==> config.mk <==
export PLATFORM = sky130hd
export DESIGN_NAME = mul_div_unit
export DESIGN_NICKNAME = d
export VERILOG_FILES = /design/src/rtl/mul_div_unit.sv
export SDC_FILE = /design/constraint.sdc
export NUM_CORES = 1
export LEC_CHECK = 0
export CAP_MARGIN = 25
export CORE_MARGIN = 10
export CORE_UTILIZATION = 32
export DETAILED_ROUTE_END_ITERATION = 12
export DONT_BUFFER_PORTS = 1
export PLACE_DENSITY = 0.43
export SKIP_LAST_GASP = 1
export SLEW_MARGIN = 20
export SYNTH_ARGS = -nofsm -noshare
export SYNTH_HDL_FRONTEND = slang
export SYNTH_SLANG_ARGS = --single-unit
==> constraint.sdc <==
create_clock -name clk -period 4.4 [get_ports clk]
set_clock_uncertainty 0.2 [all_clocks]
set_input_delay 0.44 -clock clk [delete_from_list [all_inputs] [get_ports clk]]
set_output_delay 0.44 -clock clk [all_outputs]
set_load 0.05 [all_outputs]
==> src/rtl/mul_div_unit.sv <==
// mul_div_unit: iterative MIPS HI/LO multiply/divide engine.
// One start cycle, WIDTH iteration cycles, one sign-fix cycle, then a done pulse.
// MULT/MULTU use shift-add. DIV/DIVU use restoring division on magnitudes.
// Optional macro MDU_ABORT_EN adds an 'abort' input that flushes a running operation.
module mul_div_unit #(
  parameter int WIDTH = 32,
  parameter int CNT_W = 5
) (
  input  logic             clk,
  input  logic             rst_n,
`ifdef MDU_ABORT_EN
  input  logic             abort,
`endif
  input  logic             start,
  input  logic [1:0]       op,
  input  logic [WIDTH-1:0] A,
  input  logic [WIDTH-1:0] B,
  input  logic             hi_we,
  input  logic             lo_we,
  input  logic [WIDTH-1:0] wdata,
  output logic             busy,
  output logic             done,
  output logic [WIDTH-1:0] HI,
  output logic [WIDTH-1:0] LO
);

  typedef enum logic [1:0] {IDLE = 2'd0, RUN = 2'd1, FIX = 2'd2} state_t;

  localparam logic [CNT_W-1:0] CNT_LAST = {CNT_W{1'b1}};
  localparam logic [CNT_W-1:0] CNT_ONE  = {{(CNT_W-1){1'b0}}, 1'b1};

  state_t               state_r, state_n;
  logic [CNT_W-1:0]     cnt_r;
  logic                 is_div_r;
  logic                 neg_q_r;     // negate product / quotient
  logic                 neg_rem_r;   // remainder takes dividend sign
  logic                 dz_r;        // divide by zero
  logic [WIDTH-1:0]     b_r;         // multiplicand / divisor magnitude
  logic [WIDTH-1:0]     a_raw_r;     // original dividend for div-by-zero HI
  logic [2*WIDTH-1:0]   acc_r, acc_n;
  logic [WIDTH-1:0]     res_hi_s, res_lo_s;
  logic                 abort_s;

  // Magnitude of a two's-complement value when signed handling is requested.
  function automatic logic [WIDTH-1:0] mag(input logic [WIDTH-1:0] v, input logic sgn);
    if (sgn && v[WIDTH-1]) begin
      mag = -v;
    end else begin
      mag = v;
    end
  endfunction

`ifdef MDU_ABORT_EN
  assign abort_s = abort;
`else
  assign abort_s = 1'b0;
`endif

  // State register.
  always_ff @(posedge clk or negedge rst_n) begin
    if (!rst_n) begin
      state_r <= IDLE;
    end else begin
      state_r <= state_n;
    end
  end

  // Next-state logic: IDLE -> RUN on start, RUN for WIDTH cycles, FIX for one cycle.
  always_comb begin
    state_n = state_r;
    case (state_r)
      IDLE: begin
        if (start) begin
          state_n = RUN;
        end else begin
          state_n = IDLE;
        end
      end
      RUN: begin
        if (abort_s) begin
          state_n = IDLE;
        end else if (cnt_r == CNT_LAST) begin
          state_n = FIX;
        end else begin
          state_n = RUN;
        end
      end
      FIX:     state_n = IDLE;
      default: state_n = IDLE;
    endcase
  end

  // One iteration step: shift-add multiply or restoring divide on the accumulator.
  always_comb begin
    logic [WIDTH:0] sum_s;
    logic [WIDTH:0] shl_s;
    logic [WIDTH:0] diff_s;
    sum_s  = {1'b0, acc_r[2*WIDTH-1:WIDTH]} + {1'b0, (acc_r[0] ? b_r : {WIDTH{1'b0}})};
    shl_s  = {acc_r[2*WIDTH-1:WIDTH], acc_r[WIDTH-1]};
    diff_s = shl_s - {1'b0, b_r};
    if (!is_div_r) begin
      acc_n = {sum_s, acc_r[WIDTH-1:1]};
    end else if (!diff_s[WIDTH]) begin
      acc_n = {diff_s[WIDTH-1:0], acc_r[WIDTH-2:0], 1'b1};
    end else begin
      acc_n = {shl_s[WIDTH-1:0], acc_r[WIDTH-2:0], 1'b0};
    end
  end

  // Sign correction and div-by-zero override applied in the FIX cycle.
  always_comb begin
    logic [2*WIDTH-1:0] prod_s;
    prod_s = neg_q_r ? -acc_r : acc_r;
    if (!is_div_r) begin
      res_hi_s = prod_s[2*WIDTH-1:WIDTH];
      res_lo_s = prod_s[WIDTH-1:0];
    end else if (dz_r) begin
      res_hi_s = a_raw_r;
      res_lo_s = {WIDTH{1'b1}};
    end else begin
      res_hi_s = neg_rem_r ? -acc_r[2*WIDTH-1:WIDTH] : acc_r[2*WIDTH-1:WIDTH];
      res_lo_s = neg_q_r   ? -acc_r[WIDTH-1:0]       : acc_r[WIDTH-1:0];
    end
  end

  // Datapath: operand latch, iteration, HI/LO writes and status outputs.
  always_ff @(posedge clk or negedge rst_n) begin
    if (!rst_n) begin
      busy      <= 1'b0;
      done      <= 1'b0;
      HI        <= {WIDTH{1'b0}};
      LO        <= {WIDTH{1'b0}};
      cnt_r     <= {CNT_W{1'b0}};
      is_div_r  <= 1'b0;
      neg_q_r   <= 1'b0;
      neg_rem_r <= 1'b0;
      dz_r      <= 1'b0;
      b_r       <= {WIDTH{1'b0}};
      a_raw_r   <= {WIDTH{1'b0}};
      acc_r     <= {(2*WIDTH){1'b0}};
    end else begin
      busy <= (state_n != IDLE);
      done <= (state_r == FIX) && !abort_s;
      case (state_r)
        IDLE: begin
          cnt_r <= {CNT_W{1'b0}};
          if (start) begin
            is_div_r  <= op[1];
            neg_q_r   <= !op[0] && (A[WIDTH-1] ^ B[WIDTH-1]);
            neg_rem_r <= !op[0] && op[1] && A[WIDTH-1];
            dz_r      <= op[1] && (B == {WIDTH{1'b0}});
            b_r       <= mag(B, !op[0]);
            a_raw_r   <= A;
            acc_r     <= {{WIDTH{1'b0}}, mag(A, !op[0])};
          end else begin
            if (hi_we) HI <= wdata;
            if (lo_we) LO <= wdata;
          end
        end
        RUN: begin
          acc_r <= acc_n;
          cnt_r <= cnt_r + CNT_ONE;
        end
        FIX: begin
          if (!abort_s) begin
            HI <= res_hi_s;
            LO <= res_lo_s;
          end
        end
        default: begin
          cnt_r <= {CNT_W{1'b0}};
        end
      endcase
    end
  end

endmodule
==> impl_metrics.json, run 1 <==
{
  "status": "complete, but fails checks",
  "violations": "hold timing",
  "initial_utilization_pct": 32.2,
  "p_comb_share_pct": 54.8,
  "grt_pass1_vias": 16000,
  "ios": 169,
  "finalCritPeriodShare_pct": 91.6,
  "crit_type": "flip-flop to flip-flop",
  "num_vias": 16300,
  "max-slew-margin-rel_pct": 30.8,
  "fp.coreArea_um2": 51200,
  "critPathCaptureType": "flip-flop",
  "h-tree-depth": 1,
  "cts_hold_buffers": 103,
  "drt_iter0_markers": 1441,
  "netlist-cell-type-count": 84,
  "finalHoldViolCount": 205,
  "cp.required_ns": 4.61,
  "slew_viol_final": 0,
  "cts_tree": "yes",
  "dpl.hpwl_um": 53700,
  "p_switching_uw": 7420,
  "ys_ff_latch": 205,
  "die_w_um": 247,
  "grt_pass1_wl_um": 108000,
  "cts_buffers": 28,
  "insertion_delay_ns": 0.58,
  "synth_area_um2": 16500,
  "p_clk_share_pct": 16.3,
  "ys_seq_area_share_pct": 31.1,
  "synth_compound_area_share_pct": 24.7,
  "die_area_um2": 61000,
  "vias_per_cell": 5.72,
  "hold_class": "input pin to async pin",
  "tns_ns": 0,
  "ys_async_sr_fraction_pct": 100,
  "grt_overflow_total": 0,
  "synth_fa_ha_area_share_pct": 5.55,
  "fmax_mhz": 248,
  "peakVddDrop_mv": 0.367,
  "stdcell_count": 2846,
  "r2r_end": "acc_r[56]$_DFFE_PN0P_",
  "grt_max_degree": 206,
  "yosys.area_share.simple_pct": 20.2,
  "wl_per_cell_um": 25.5,
  "ys_warn_count": 0,
  "synthFlopType": "dfrtp_1",
  "drc": 0,
  "post-cts-setup-buffers": 0,
  "clkSinkCount": 205,
  "antenna_found_initial": 2,
  "rsz0062_at_grt": "false",
  "clkTransAtPathRegs_ns": 0.07,
  "cts_resized": 0,
  "cp_max_fo": 26,
  "syn_nets": 2261,
  "powerDensity_nw_per_um2": 761,
  "crit_arrival_ns": 4.25,
  "clockBufferDepth": 3,
  "syn_inst": 2086,
  "reg2reg_slack_ns": 0.37,
  "io_buffers": 0,
  "dpl_cell_area_um2": 17400,
  "drive_above_1_share_pct": 7.39,
  "rows": 83,
  "worst-r2r-cell-count": 13,
  "final_util_pct": 37.8,
  "synth_top_family_by_area": "compound AO/OA/AOI/OAI gates",
  "crit_path_start_kind": "flip-flop",
  "min_period_ns": 4.03,
  "switching_share_pct": 50.4,
  "p_int_uw": 7320,
  "reg2reg_from": "acc_r[31]$_DFFE_PN0P_",
  "grtUsageTotal_pct": 23.2,
  "syn_avg_cell_area_um2": 7.91,
  "maxCapViolations": 0,
  "p_seq_share_pct": 28.8,
  "ant_nets": 0,
  "tightest_slew_ns": 1.04,
  "final_net_count": 2320,
  "wl_um": 72500,
  "first_pass_iters": 7,
  "yosys-mux-area-fraction_pct": 3.77,
  "placed_cells": 2692,
  "synth-edff-count": 0,
  "syn_to_final_growth_pct": 17.3,
  "setup_violations": 0,
  "gp_routability_congestion": 0.901,
  "fp.dieH_um": 247,
  "hold_slack_ns": -0.620,
  "root_buffer": "clkbuf_16",
  "p_leak_uw": 0.00806,
  "synth-xor-area-share_pct": 9.66,
  "fin_area_um2": 19400
}
==> routing by layer <==
| layer | share of wire (%) | routed length [um] | global-route usage, % | vias to the layer above |
|---|---|---|---|---|
| met5 | 0 | 0 | 0 | - |
| li1 | - | - | - | 7635 |
| met4 | 2.7 | 1940 | 6.04 | 0 |
| met3 | 7.6 | 5490 | 5.47 | 96 |
| met2 | 43 | 31400 | 34.3 | 534 |
| met1 | 47 | 33700 | 33.1 | 8028 |
==> metrics by stage <==
step,setup WS (ns),hold slack (ns),power (uW)
after CTS,0.387,-0.660,14700
after global placement,0.460,-0.0378,12100
after detailed placement,0.411,-0.0369,12100
after floorplan,0.940,-0.0556,9570
after global routing,0.0376,-0.648,15800
final,0.368,-0.620,14700
==> cells in the final DEF, fill, tap and decap left out, drive strengths merged, types with 7 or more instances in the layout <==
cell         synthesis  layout
o2111ai              8       8
nand2b              26      26
ha                  70      70
inv                 63      64
a211oi              20      20
or4                 13      13
o21ai              226     226
o21a                15      15
a2111oi              7       7
a31oi               22      22
o211ai              36      36
nand3               48      48
nor2               116     116
nor3                33      33
a21o                23      23
a21oi              131     131
and2                14      14
and3                19      19
buf                 23      76
dlygate4sd3          0     103
o22ai               34      34
xor2                76      76
nand4               14      14
or3                 23      23
a22o                 7       7
o31ai               29      29
o221ai              19      19
nand2              324     324
dfrtp              205     205
a22oi               19      19
mux2i               61      61
nor2b               16      16
o41ai               12      12
clkbuf             127      38
nor4                24      24
xnor2              106     106
or2                 10      10
==> power groups by stage <==
stage | logic [uW] | clock network (uW) | registers (uW)
global placement | 7860 | 0 | 4250
finish | 8080 | 2410 | 4250
CTS | 8020 | 2450 | 4230
floorplan | 5850 | 0 | 3720
global route | 8900 | 2520 | 4340
detailed placement | 7860 | 0 | 4260
==> state kept, by name, summed over array words and instances, names as in the netlist, 2 cells and up <==
signal   count
LO          32
cnt_r        5
state_r      2
HI          32
acc_r       64
b_r         32
a_raw_r     32
==> how the worst max path moves through the flow <==
| stage | from | to | slack (ns) | cells past startpoint |
|---|---|---|---|---|
| 3_5_place_dp | acc_r[31]$_DFFE_PN0P_ | acc_r[56]$_DFFE_PN0P_ | 0.41 | 13 |
| 2_1_floorplan | acc_r[0]$_DFFE_PN0P_ | acc_r[59]$_DFFE_PN0P_ | 0.94 | 13 |
| 6_report | acc_r[31]$_DFFE_PN0P_ | acc_r[56]$_DFFE_PN0P_ | 0.37 | 13 |
| 4_1_cts | acc_r[31]$_DFFE_PN0P_ | acc_r[56]$_DFFE_PN0P_ | 0.39 | 13 |
| 3_3_place_gp | acc_r[0]$_DFFE_PN0P_ | acc_r[63]$_DFFE_PN0P_ | 0.46 | 13 |
| 5_1_grt | acc_r[0]$_DFFE_PN0P_ | acc_r[63]$_DFFE_PN0P_ | 0.04 | 13 |
==> cell usage after synthesis (33+ instances only) <==
library cell | count | area, um2
o211ai_1 | 36 | 270
ha_1 | 70 | 876
nor3_1 | 33 | 165
a21oi_1 | 131 | 656
nor2_1 | 116 | 435
o22ai_1 | 34 | 213
o21ai_0 | 214 | 1070
xor2_1 | 76 | 666
dfrtp_1 | 205 | 5130
xnor2_1 | 106 | 928
nand3_1 | 46 | 230
nand2_1 | 324 | 1220
inv_1 | 63 | 236
clkbuf_1 | 126 | 473
mux2i_1 | 61 | 611
==> cell families (layout without fill, tap and decap cells) <==
kind of cell / after synthesis / after routing
simple gates: 703 / 703
compound gates: 649 / 649
buf+inv: 213 / 292
flops: 205 / 205
xor+xnor: 182 / 182
fa+ha+maj: 72 / 72
mux: 62 / 62
other cells: 0 / 1
==> final cells by class <==
class,instances,area [um2]
multi-input combinational,1668,10600
clock inverter,12,159
clock buffer,38,788
antenna,1,2.50
tap,680,851
fill,5335,31800
timing repair buffer,179,1630
sequential,205,5130
inverter,63,236
==> critical path: stages (launching register included) <==
cell and delay [ns]:
dfrtp_1 0.42, inv_1 0.12, ha_1 0.22, fa_1 0.41
nor2b_1 0.19, o31ai_1 0.12, a311o_1 0.38, nand2_1 0.12
a21bo_2 0.15, or3_1 0.23, and2_2 0.71, buf_4 0.28
mux2i_1 0.19, o221ai_1 0.13
Note: power is estimated with default switching activity, not from simulation.
==> inputs of run 2 (changes only) <==
REMOVE_ABC_BUFFERS = 1   (was not set)
==> run 2 against run 1 <==
The run still ends with hold timing left. Register-to-register slack got worse by 0.02 ns. Routed wire length fell by 8.8%. Setup slack worse by 0.020 ns. Non-clock buffer count grew 2. Sequential power down 2%. Global-route usage is 2.2 points lower. Cell count grew 0.11%. Die area unchanged. Sequential share of layout area shrank 0.12 points. Largest power group unchanged. Highest routed layer unchanged.
==> impl_metrics.json, run 2 (synthesized netlist as in run 1, its figures left out) <==
{
  "status": "complete, but fails checks",
  "violations": "hold timing",
  "critPathLaunch": "acc_r[31]$_DFFE_PN0P_",
  "cp_max_fo": 15,
  "p_leak_uw": 0.00809,
  "vias_per_cell": 5.62,
  "slew_viol_final": 0,
  "fmax_mhz": 247,
  "ant_nets": 0,
  "final_net_count": 2323,
  "regMostFlops": "acc_r",
  "fp.coreArea_um2": 51200,
  "critPathTopFamily": "simple AND/OR/NAND/NOR gates",
  "drive_above_1_share_pct": 7.28,
  "fp.dieH_um": 247,
  "worst_path_max_delay_cell": "and2_1",
  "rsz0062_at_grt": "false",
  "peakVddDrop_mv": 0.349,
  "clockBufferDepth": 3,
  "path_cells": "inv_1, ha_1, fa_1, nor2b_1, o31ai_1, a311o_1, nand2_1, a21bo_2, or3_1, and2_1, buf_4, mux2i_1, o221ai_1",
  "syn_to_final_growth_pct": 17.9,
  "h-tree-depth": 1,
  "grt_overflow_total": 0,
  "tightest_slew_ns": 0.908,
  "crit_arrival_ns": 4.27,
  "drc": 0,
  "multi_input_area_um2": 10600,
  "grt_max_degree": 206,
  "slowest_delay_ns": 0.62,
  "wl_per_cell_um": 23.2,
  "reg2reg_slack_ns": 0.35,
  "min_period_ns": 4.05,
  "rows": 83,
  "num_vias": 16000,
  "initial_utilization_pct": 32.2,
  "clkSinkCount": 205,
  "cp.required_ns": 4.62,
  "maxCapViolations": 0,
  "r2r_end": "acc_r[52]$_DFFE_PN0P_",
  "cts_buffers": 29,
  "antenna_cells": 0,
  "largest_reg_flops": 64,
  "path_buf_inv": 2,
  "final_common_cell": "nand2_1",
  "insertion_delay_ns": 0.59,
  "die_w_um": 247,
  "first_pass_iters": 8,
  "hold_class": "input pin to async pin",
  "layout_common_cells": "nand2_1, o21ai_0, dfrtp_1",
  "powerDensity_nw_per_um2": 745,
  "final_util_pct": 38.0,
  "max-slew-margin-rel_pct": 39.5,
  "dpl.hpwl_um": 48100,
  "crit_type": "flip-flop to flip-flop",
  "root_buffer": "clkbuf_16",
  "io_buffers": 0,
  "cts_tree": "yes",
  "drt_iter0_markers": 1163,
  "reg2reg_from": "acc_r[31]$_DFFE_PN0P_",
  "grt_pass1_wl_um": 100000,
  "finalCritPeriodShare_pct": 92.1,
  "die_area_um2": 61000,
  "critPathCaptureType": "flip-flop",
  "wl_um": 66100,
  "worst-r2r-cell-count": 13,
  "grt_pass1_vias": 16000,
  "gp_routability_congestion": 0.925,
  "final-seq-area_um2": 5130,
  "hold_slack_ns": -0.650,
  "fillers": 5305,
  "setup_violations": 0,
  "cts_hold_buffers": 107,
  "crit_path_start_kind": "flip-flop",
  "finalHoldViolCount": 205,
  "ios": 169,
  "clkTransAtPathRegs_ns": 0.07,
  "grtUsageTotal_pct": 21.0,
  "antenna_found_initial": 0
}
## run 2: worst max-delay path by stage
stage	endpoint	slack [ns]	depth (start not counted)
floorplan	acc_r[50]$_DFFE_PN0P_	-2.52	7
global placement	acc_r[63]$_DFFE_PN0P_	0.42	13
detailed placement	acc_r[63]$_DFFE_PN0P_	0.28	13
CTS	acc_r[63]$_DFFE_PN0P_	0.20	13
global route	acc_r[63]$_DFFE_PN0P_	0.04	13
finish	acc_r[52]$_DFFE_PN0P_	0.35	13
## run 2: metal layers
layer / track usage [%] / vias to the layer above / routed length, um
li1: - / 7647 / -
met1: 27.6 / 7769 / 29100
met2: 35.2 / 491 / 31300
met3: 3.37 / 105 / 4130
met4: 5.21 / 0 / 1590
met5: 0 / - / 0
## run 2: power breakdown
group,internal (uW),switching [uW]
Combinational,3280,4570
Clock,1520,978
Sequential,2580,1570
## run 2: cell type report
cell class | instances | area share [%]
Clock inverter | 7 | 0.643
Tap cell | 680 | 4.38
Multi-Input combinational cell | 1668 | 54.3
Timing Repair Buffer | 181 | 8.56
Clock buffer | 45 | 4.45
Sequential cell | 205 | 26.4
Inverter | 63 | 1.24
## run 2: repair_timing
item,CTS,global route
gates resized for setup,0,2
setup endpoints to repair,0,1
buffers inserted,0,5
hold endpoints to repair,359,205
## run 2: metrics by stage
stage                     setup slack [ns]  TNS (ns)  cell area (um2)  power (uW)  instances
after global routing                0.0395         0            19400       15500       2849
final                                0.348         0            19400       14500       2849
after detailed placement             0.279         0            17300       11800       2685
after CTS                            0.201         0            19400       14500       2844
after floorplan                      -2.52   -104.69            15900        9420       1936
after global placement               0.420         0            17300       11800       2684
==> edit 1: new RTL, config.mk and constraints of run 1 <==
Remove the register `busy`: a continuous assignment takes its place, so the output `busy` follows one clock earlier.
--- a/src/rtl/mul_div_unit.sv
+++ b/src/rtl/mul_div_unit.sv
@@ -126,7 +126,6 @@
   // Datapath: operand latch, iteration, HI/LO writes and status outputs.
   always_ff @(posedge clk or negedge rst_n) begin
     if (!rst_n) begin
-      busy      <= 1'b0;
       done      <= 1'b0;
       HI        <= {WIDTH{1'b0}};
       LO        <= {WIDTH{1'b0}};
@@ -139,7 +138,6 @@
       a_raw_r   <= {WIDTH{1'b0}};
       acc_r     <= {(2*WIDTH){1'b0}};
     end else begin
-      busy <= (state_n != IDLE);
       done <= (state_r == FIX) && !abort_s;
       case (state_r)
         IDLE: begin
@@ -174,4 +172,6 @@
     end
   end
 
+  assign busy = (state_n != IDLE);
+
 endmodule
Function: changed (a bounded check fails within 4 cycles, from zero or initial values and one cycle with rst_n low).
==> edit 1 against run 1 <==
The run still ends with hold timing left; worst hold slack got worse by 0.048 ns; via count about the same; sequential share of layout area decreased by 0.15 points; worst setup slack got worse by 0.024 ns; sequential cell count decreased by 1; power decreased by 0.89%; area after synthesis decreased by 0.15%; wire length decreased by 2.9%; design area about the same; critical endpoint is now acc_r[34]; highest routed layer is now met5.
==> edit 1: results (changes against run 1) <==
Drt
  – Metal3 WL: 4774 um (was 5494 um)
  – Pre-antenna DRT Iters: 5 (was 7)
  – Iteration-0 DRC Markers: 1266 (was 1441)
  – WL met1: 33180 um (was 33730 um)

Logic synthesis
  – Xor/xnor share of the synthesized area: 9.677% (was 9.662%)
  – Syn Inst Count: 2085 (was 2086)
  – Post-synthesis compound-gate area fraction: 24.73% (was 24.69%)
  – Post-Synthesis Net Count: 2260 (was 2261)

Placement
  – Dpl hpwl: 52690 um (was 53710 um)

Global routing
  – Largest net degree at the start of global routing: 205 (was 206)
  – GR Util met1: 32.33% (was 33.06%)
  – All-Layer GR Usage: 22.48% (was 23.18%)
  – Met2 Use GR: 34.50% (was 34.29%)
  – Vias in the first global route: 15810 (was 15970)
  – Met3 GRT Util: 4.132% (was 5.470%)

Cells and area
  – Data buffer area share: 8.396% (was 8.402%)
  – Signal buffers: 177 (was 179)
  – Clock-cell share of area: 5.070% (was 4.893%)
  – Ratio of cells with drive above 1 in the final layout: 7.579% (was 7.390%)
  – Multi-input combinational area share: 54.54% (was 54.56%)

Setup path
  – Largest stage delay on the critical path: 0.69 ns (was 0.71 ns)

Timing
  – Worst hold slack: -0.6676 ns (was -0.6199 ns)
  – Hold Fails Final Rpt: 204 (was 205)
  – Peak Freq: 0.2465 GHz (was 0.2480 GHz)

Clock network
  – Skew-Pair Late Insertion Delay: 0.61 ns (was 0.58 ns)
  – CTS Hold Bufs: 104 (was 103)

Run status
  – Violated checks: hold timing (unchanged)
  – Outcome: finished with violations (unchanged)
edit 1: changes by cell type after synthesis, sizes merged:
| cell | delta |
|---|---|
| dfrtp | -1 |
edit 1: path summary, 6_finish.rpt:
path	end	depth (start not counted)
max in group asynchronous	b_r[21]	0
min in group clk	b_r[1]	3
hold / removal	LO[6]	0
setup / recovery	acc_r[34]	13
hold reg to reg	a_raw_r[31]	2
setup reg to reg	acc_r[34]	13
edit 1: cell families after synthesis:
logic type	after synthesis
simple gates	703
compound gates	649
buf+inv	213
flops	204
xor+xnor	182
fa+ha+maj	72
mux	62
edit 1: power by group:
part / switching, W / internal [W] / total (W)
sequential: 0.00165 / 0.00257 / 0.00422
combinational: 0.00468 / 0.00329 / 0.00796
clock: 0.000992 / 0.00143 / 0.00242
total: 0.00732 / 0.00728 / 0.0146
edit 1: repair_timing:
| item | in CTS | in global routing |
|---|---|---|
| hold endpoints to repair | 360 | 204 |
| buffers inserted | 0 | 0 |
| setup endpoints to repair | 0 | 0 |
==> edit 2: new RTL, settings of run 1 <==
Without the edit above. Build with the macro `MDU_ABORT_EN` defined.
--- a/src/rtl/mul_div_unit.sv
+++ b/src/rtl/mul_div_unit.sv
@@ -2,6 +2,8 @@
 // One start cycle, WIDTH iteration cycles, one sign-fix cycle, then a done pulse.
 // MULT/MULTU use shift-add. DIV/DIVU use restoring division on magnitudes.
 // Optional macro MDU_ABORT_EN adds an 'abort' input that flushes a running operation.
+`define MDU_ABORT_EN
+
 module mul_div_unit #(
   parameter int WIDTH = 32,
   parameter int CNT_W = 5
Interface: changed (added abort); port bits go from 169 to 170. The function was not compared with the original's and may differ.
==> edit 2 against run 1 <==
The flow still finishes with violations (hold timing); wire length is 7.5% lower; critical path depth is 3 lower; area after synthesis is 0.14% lower; sequential cell count stayed put; non-clock buffer count is 19 lower; design area is 0.75% lower; worst setup slack worse by 0.057 ns; power is 17% lower; global-route usage is 1.7 points lower; sequential power is 16% lower; via count is 2.8% lower.
==> edit 2: results (changes against run 1) <==
Cells and area
  – Fillers: 5376 (was 5335)
  – Ratio of cells with drive above 1 in the final layout: 5.931% (was 7.390%)
  – Final Util: 37.53% (was 37.81%)

Pwr
  – Max IR drop VDD: 0.3126 mV (was 0.3667 mV)
  – P_leak: 8.279 nW (was 8.058 nW)

Global routing
  – First-pass GRT wire length: 101700 um (was 107800 um)
  – Met2 Use GR: 34.34% (was 34.29%)
  – Initial antenna violation count: 1 (was 2)
  – Vias in the first global route: 15660 (was 15970)
  – Met3 GRT Util: 3.237% (was 5.470%)
  – All-Layer GR Usage: 21.45% (was 23.18%)
  – GR Util met1: 29.44% (was 33.06%)

Drt
  – WL met1: 30920 um (was 33730 um)
  – Routed Wire Length: 67110 um (was 72520 um)
  – Met2 wire len: 30500 um (was 31360 um)
  – Max Used Layer: met5 (was met4)
  – Via-per-instance ratio: 5.544 (was 5.725)
  – Pre-antenna DRT Iters: 6 (was 7)
  – Metal3 WL: 3635 um (was 5494 um)
  – Iteration-0 DRC Markers: 1207 (was 1441)
  – WL per Instance: 23.50 um (was 25.48 um)

Setup path
  – R2r startpoint: acc_r[33] (was acc_r[31])
  – Crit path arrival time: 4.32 ns (was 4.25 ns)
  – Reg-to-reg slack, setup: 0.31 ns (was 0.37 ns)
  – Largest stage delay on the critical path: 0.55 ns (was 0.71 ns)
  – Reg2Reg Depth: 10 (was 13)
  – Worst-path fanout max: 6 (was 26)
  – CP max stage cell: or4_1 (was and2_2)
  – CP endpoint: HI[30] (was acc_r[56])
  – Worst Setup Start Kind: register (unchanged)

Timing
  – Hold Fails Final Rpt: 205 (unchanged)
  – Worst hold slack: -0.6357 ns (was -0.6199 ns)
  – Slew @ Worst Pin: 1.077 ns (was 1.038 ns)
  – Min Tclk post-route: 4.089 ns (was 4.032 ns)

Run status
  – Outcome: finished with violations (unchanged)
  – Violated checks: hold timing (unchanged)

Logic synthesis
  – Xor/xnor share of the synthesized area: 10.31% (was 9.662%)
  – Synth cell types: 84 (unchanged)
  – Synth Area in Adders: 5.559% (was 5.552%)
  – Commonest cells post-synth: nand2_1, o21ai_0, dfrtp_1 (unchanged)
  – Syn_area_per_cell: 7.804 um^2 (was 7.908 um^2)
  – Fraction of synthesized area in multiplexers: 4.162% (was 3.769%)
  – Area contributors post-synth: dfrtp_1, nand2_1, o21ai_0, xnor2_1, ha_1 (unchanged)
  – Sequential fraction of the synthesis area: 31.14% (was 31.10%)
  – Post-Synthesis Net Count: 2287 (was 2261)
  – Post-synthesis compound-gate area fraction: 23.73% (was 24.69%)
  – Ys async rst share: 100.0% (unchanged)

Clock network
  – CTS Hold Bufs: 108 (was 103)

Placement
  – Dpl hpwl: 50050 um (was 53710 um)
  – Post-Place Cells: 2694 (was 2692)
  – Routability cong.: 0.8823 (was 0.9014)
  – Pre-CTS WS: 0.2643 ns (was 0.4106 ns)
  – Dpl cell area: 17160 um^2 (was 17380 um^2)
edit 2: changes by cell type in the layout (fill, tap and decap cells not counted), sizes merged, moves of 14 or more:
| cell | delta |
|---|---|
| o21ai | +46 |
| o211ai | -14 |
| nand2 | +44 |
| a21oi | -29 |
| xnor2 | +22 |
| buf | -24 |
edit 2: report_power, final:
| part | switching (W) | internal [W] | leakage (nW) |
|---|---|---|---|
| clock | 0.000942 | 0.00146 | 0.474 |
| combinational | 0.00378 | 0.00247 | 5.26 |
| sequential | 0.00123 | 0.00237 | 2.55 |
| total | 0.00595 | 0.00630 | 8.28 |
edit 2: layout make-up:
class / instances / area share, %
timing repair buffer: 160 / 7.723
tap: 680 / 4.428
clock inverter: 9 / 0.6838
inverter: 69 / 1.348
multi-input combinational: 1689 / 54.77
clock buffer: 43 / 4.305
sequential: 205 / 26.73
antenna: 1 / 0.01302
